--- config.mk ---
export PLATFORM = sky130hd
export DESIGN_NAME = sc_multi_timer
export DESIGN_NICKNAME = d
export VERILOG_FILES = /design/src/rtl/sc_multi_timer.sv
export SDC_FILE = /design/constraint.sdc
export NUM_CORES = 1
export LEC_CHECK = 0
export ABC_AREA = 1
export CELL_PAD_IN_SITES_DETAIL_PLACEMENT = 1
export CELL_PAD_IN_SITES_GLOBAL_PLACEMENT = 2
export CORE_MARGIN = 10
export CORE_UTILIZATION = 36
export CTS_CLUSTER_DIAMETER = 60
export DETAILED_ROUTE_END_ITERATION = 10
export DONT_BUFFER_PORTS = 1
export MAX_ROUTING_LAYER = met4
export PLACE_DENSITY = 0.82
export REMOVE_ABC_BUFFERS = 1
export SETUP_SLACK_MARGIN = 0.3
export SYNTH_ARGS = -nofsm -noshare
export SYNTH_HDL_FRONTEND = slang
export SYNTH_SLANG_ARGS = --single-unit
--- constraint.sdc ---
create_clock -name SC_MTIMER_CLOCK_50 -period 1.52 [get_ports SC_MTIMER_CLOCK_50]
set_clock_uncertainty 0.1 [all_clocks]
set_input_delay 0.304 -clock SC_MTIMER_CLOCK_50 [delete_from_list [all_inputs] [get_ports SC_MTIMER_CLOCK_50]]
set_output_delay 0.304 -clock SC_MTIMER_CLOCK_50 [all_outputs]
set_load 0.01 [all_outputs]
--- src/rtl/sc_multi_timer.sv ---
// sc_multi_timer: multi-channel programmable period timer, periodic or one-shot per channel.
// Defining SC_MTIMER_PRESCALER_EN adds a shared PRESCALE_DIV prescaler that gates channel advance.

module sc_multi_timer #(
    parameter int COUNTER_DATAWIDTH = 8,
    parameter int CHANNELS          = 4,
    parameter int CHANNEL_SELWIDTH  = 2,
    parameter int PRESCALE_DIV      = 4
) (
    input  logic                         SC_MTIMER_CLOCK_50,
    input  logic                         SC_MTIMER_RESET_InHigh,
    input  logic                         SC_MTIMER_LOAD_InLow,
    input  logic                         SC_MTIMER_CLEAR_InLow,
    input  logic [CHANNEL_SELWIDTH-1:0]  SC_MTIMER_sel_InBUS,
    input  logic [COUNTER_DATAWIDTH-1:0] SC_MTIMER_data_InBUS,
    input  logic                         SC_MTIMER_mode_In,
    output logic [CHANNELS-1:0]          SC_MTIMER_tick_OutLow,
    output logic [CHANNELS-1:0]          SC_MTIMER_busy_OutBUS
);

    typedef enum logic {
        ST_IDLE = 1'b0,
        ST_RUN  = 1'b1
    } state_t;

    if (CHANNELS < 1 || CHANNELS > (1 << CHANNEL_SELWIDTH) || PRESCALE_DIV < 1) begin : g_param_check
        $error("sc_multi_timer: invalid CHANNELS/CHANNEL_SELWIDTH/PRESCALE_DIV");
    end

    state_t                       state_q [CHANNELS];
    state_t                       state_d [CHANNELS];
    logic [COUNTER_DATAWIDTH-1:0] limit_q [CHANNELS];
    logic [COUNTER_DATAWIDTH-1:0] limit_d [CHANNELS];
    logic [COUNTER_DATAWIDTH-1:0] count_q [CHANNELS];
    logic [COUNTER_DATAWIDTH-1:0] count_d [CHANNELS];
    logic [CHANNELS-1:0]          mode_q;
    logic [CHANNELS-1:0]          mode_d;
    logic [CHANNELS-1:0]          tick_q;
    logic [CHANNELS-1:0]          tick_d;
    logic                         advance;

`ifdef SC_MTIMER_PRESCALER_EN
    localparam int DIV_W = (PRESCALE_DIV > 1) ? $clog2(PRESCALE_DIV) : 1;

    logic [DIV_W-1:0] div_q;
    logic [DIV_W-1:0] div_d;

    // Free-running divider; the strobe fires on the cycle it wraps.
    always_comb begin
        advance = (div_q == DIV_W'(PRESCALE_DIV - 1));
        div_d   = advance ? '0 : div_q + DIV_W'(1);
    end

    always_ff @(posedge SC_MTIMER_CLOCK_50) begin
        if (SC_MTIMER_RESET_InHigh) begin
            div_q <= '0;
        end else begin
            div_q <= div_d;
        end
    end
`else
    assign advance = 1'b1;
`endif

    // Per-channel next state; load beats clear, and both beat the running count.
    always_comb begin
        state_d = state_q;
        limit_d = limit_q;
        count_d = count_q;
        mode_d  = mode_q;
        tick_d  = '1;
        for (int i = 0; i < CHANNELS; i++) begin
            if (!SC_MTIMER_LOAD_InLow && (SC_MTIMER_sel_InBUS == CHANNEL_SELWIDTH'(i))) begin
                limit_d[i] = SC_MTIMER_data_InBUS;
                count_d[i] = '0;
                mode_d[i]  = SC_MTIMER_mode_In;
                state_d[i] = (SC_MTIMER_data_InBUS != '0) ? ST_RUN : ST_IDLE;
            end else if (!SC_MTIMER_CLEAR_InLow && (SC_MTIMER_sel_InBUS == CHANNEL_SELWIDTH'(i))) begin
                count_d[i] = '0;
                state_d[i] = ST_IDLE;
            end else if (state_q[i] == ST_RUN && advance) begin
                if (count_q[i] == limit_q[i]) begin
                    tick_d[i]  = 1'b0;
                    count_d[i] = '0;
                    if (mode_q[i]) begin
                        state_d[i] = ST_IDLE;
                    end
                end else begin
                    count_d[i] = count_q[i] + COUNTER_DATAWIDTH'(1);
                end
            end
        end
    end

    always_ff @(posedge SC_MTIMER_CLOCK_50) begin
        if (SC_MTIMER_RESET_InHigh) begin
            for (int i = 0; i < CHANNELS; i++) begin
                state_q[i] <= ST_IDLE;
                limit_q[i] <= '0;
                count_q[i] <= '0;
            end
            mode_q <= '0;
            tick_q <= '1;
        end else begin
            state_q <= state_d;
            limit_q <= limit_d;
            count_q <= count_d;
            mode_q  <= mode_d;
            tick_q  <= tick_d;
        end
    end

    always_comb begin
        SC_MTIMER_busy_OutBUS = '0;
        for (int i = 0; i < CHANNELS; i++) begin
            SC_MTIMER_busy_OutBUS[i] = (state_q[i] == ST_RUN);
        end
    end

    assign SC_MTIMER_tick_OutLow = tick_q;

endmodule

==> run_results.csv, run 1 <==
group,metric,value,unit
clocking,cts_tree,"yes",
final_layout,syn2layout_area_growth,41.4,%
clocking,numCtsBuffers,9,
clocking,clockRootBuffer,"clkbuf_8",
floorplan,die_h,118,um
floorplan,boundaryPins,23,
yosys,ys_ff_latch,76,
run_status,status,"finished, final reports clean",
yosys,avgSynthCellArea,7.43,um2
placement,place_area,3720,um2
grt,grt_pass1_vias,3253,
critical_path,cp_max_fo,3,
min_path,hp-class,"input port to register",
floorplan,rows,35,
final_layout,multi_input_area,2240,um2
yosys,synth_area,3480,um2
floorplan,core_area,9330,um2
drt,drc_errors,0,
critical_path,worstSetupEndpointType,"primary output",
grt,grt_pass1_wl,16.6,mm
drt,dr_total_vias,3230,
final_layout,final_common_cell,"nand2_1",
sta,slew_violations,0,
final_layout,nNetsFinal,546,
grt,track_usage,15.0,%
floorplan,initial_core_util,37.3,%
grt,grt_max_degree,27,
placement,gp_congestion,0.766,
yosys,synth-edff-count,0,
power_and_ir_drop,peakVddDrop,0.414,mV
sta,min_period,1.34,ns
yosys,yosys-top-cells-area,"dfxtp_1 44%, nand2_1 9.8%, nor2_1 9.6%",
sta,fin_crit_sh,88.3,%
yosys,synth_seq_area_share,43.7,%
critical_path,cp.required,1.12,ns
power_and_ir_drop,p_per_area,909,nW/um2
clocking,clk_pin_slew,0.08,ns
critical_path,crit_type,"register to primary output",
floorplan,dieWidth,118,um
yosys,synth_largest_area_cell,"dfxtp_1",
floorplan,dieArea,14000,um2
yosys,synth-main-ff-cell,"dfxtp_1",
final_layout,layout_common_cells,"74 x nand2_1, 65 x nor2_1, 35 x buf_4",
drt,vias_per_cell,4.89,
sta,slew_headroom,73.2,%
sta,tns,0,ns
drt,routedWlPerCell,16.2,um
drt,ant_nets,0,
sta,hold_viol,0,
clocking,insertion_delay,0.36,ns
sta,worst_pin_slew,0.401,ns
critical_path,cp.arrival,0.94,ns
final_layout,antenna_cells,0,
run,drv_cap,0,
yosys,yosysUniqueCellTypes,27,
drt,drtPass1Iterations,4,
placement,portBuffers,0,
clocking,cts.sinks,76,
yosys,async_flop_share,0,%
sta,setup_viol,0,
grt,grt_overflow,0,
final_layout,register_area,1630,um2
placement,dpl.hpwl,6.54,mm
sta,rsz0062_at_grt,"yes",
power_and_ir_drop,leakage,1.91,nW
sta,clock.fmax,745,MHz
yosys,yosysWarnings,0,
drt,first_iter_violations,96,
drt,wirelength,10.7,mm
final_layout,finish.instance_area,4930,um2
clocking,clockBufferDepth,2,
clocking,htree_levels,3,
final_layout,drive_gt1_share,44.2,%
final_layout,fill_cells,1116,
critical_path,startpoint_type,"register",
yosys,synth_top_area_share,43.7,%
yosys,syn_inst,469,
grt,antenna_found_initial,0,
==> state kept, by name, summed over array words and instances, names as in the netlist <==
signal	cells
count_q	32
limit_q	32
SC_MTIMER_busy_OutBUS	4
SC_MTIMER_tick_OutLow	4
mode_q	4
==> cells in the mapped netlist, types with 5 or more instances <==
master,instances
xor2_1,16
nor2_1,89
nand4_1,5
o21ai_0,18
xnor2_1,25
inv_2,8
a21oi_2,6
o21ai_1,24
nand3_1,19
a21oi_1,20
dfxtp_1,76
nor3_1,5
nand2_1,91
buf_2,5
inv_1,38
==> per-stage QoR <==
stage / power, mW / std cells / util (%) / worst slack, ns / hold WS [ns]
2_1_floorplan: 2.40 / 459 / - / 0.161 / 0.273
3_3_place_gp: 2.52 / 604 / 39.9 / 0.0749 / 0.277
3_5_place_dp: 2.53 / 604 / 39.9 / 0.0467 / 0.279
4_1_cts: 4.37 / 648 / 48.4 / 0.182 / 0.00117
5_1_grt: 4.67 / 661 / 52.8 / 0.105 / 0.0195
6_report: 4.48 / 661 / 52.8 / 0.178 / 0.00890
==> path summary, 6_finish.rpt <==
kind | from | to | slack (ns) | cells after the start
setup / recovery | SC_MTIMER_busy_OutBUS[2]$_SDFF_PP0_ | SC_MTIMER_busy_OutBUS[2] | 0.18 | 2
hold / removal | SC_MTIMER_data_InBUS[6] | limit_q[30]$_SDFFE_PP0P_ | 0.009 | 2
setup reg to reg | count_q[2]$_SDFFE_PP0P_ | count_q[3]$_SDFFE_PP0P_ | 0.19 | 6
hold reg to reg | limit_q[28]$_SDFFE_PP0P_ | limit_q[28]$_SDFFE_PP0P_ | 0.37 | 2
==> layer usage <==
layer | vias up | global-route usage [%] | part of all wire [%]
met2 | 37 | 25.3 | 52
li1 | 1613 | - | -
met4 | 0 | 7.03 | 2.5
met3 | 22 | 2.95 | 2.5
met1 | 1558 | 16.7 | 43
met5 | - | - | 0
==> repair_timing <==
action,4_1_cts,5_1_grt
buffers inserted,18,12
gates resized for setup,120,88
hold buffers,10,1
pin swaps,41,49
cloned,0,0
endpoints found under the setup margin,42,44
endpoints found under the hold margin,20,1
==> power by group <==
group	internal [mW]	switching, mW
Combinational	0.285	0.344
Sequential	2.04	0.0668
Clock	0.962	0.782
Total	3.29	1.19
==> logic make-up after synthesis <==
group / count (synthesis) / synth area share (%)
flip-flops: 76 / 43.7
buffers and inverters: 56 / 6.65
AND/OR/NAND/NOR: 219 / 26.2
adder cells (fa/ha/maj): 4 / 1.44
AO/OA/AOI/OAI: 73 / 11.7
XOR/XNOR: 41 / 10.3
==> final cells by class <==
type | count | area share, %
well taps | 129 | 3.28
clock buffers | 11 | 2.87
multi-input cells | 337 | 45.4
inverters | 46 | 3.56
repair buffers | 57 | 10.3
clock inverters | 5 | 1.52
flip-flops and latches | 76 | 33.0
==> worst max-delay path, cell delays in order, from the launching register on <==
cell     delay, ns
dfxtp_2       0.34
buf_6         0.12
buf_6         0.12
No activity file was read; power rests on OpenSTA's default activity.
==> run 2: changes to the inputs <==
- CTS_CLUSTER_DIAMETER: 60 -> not set
==> results of run 2 <==
The final DEF is identical to that of run 1; final timing and power are the same.
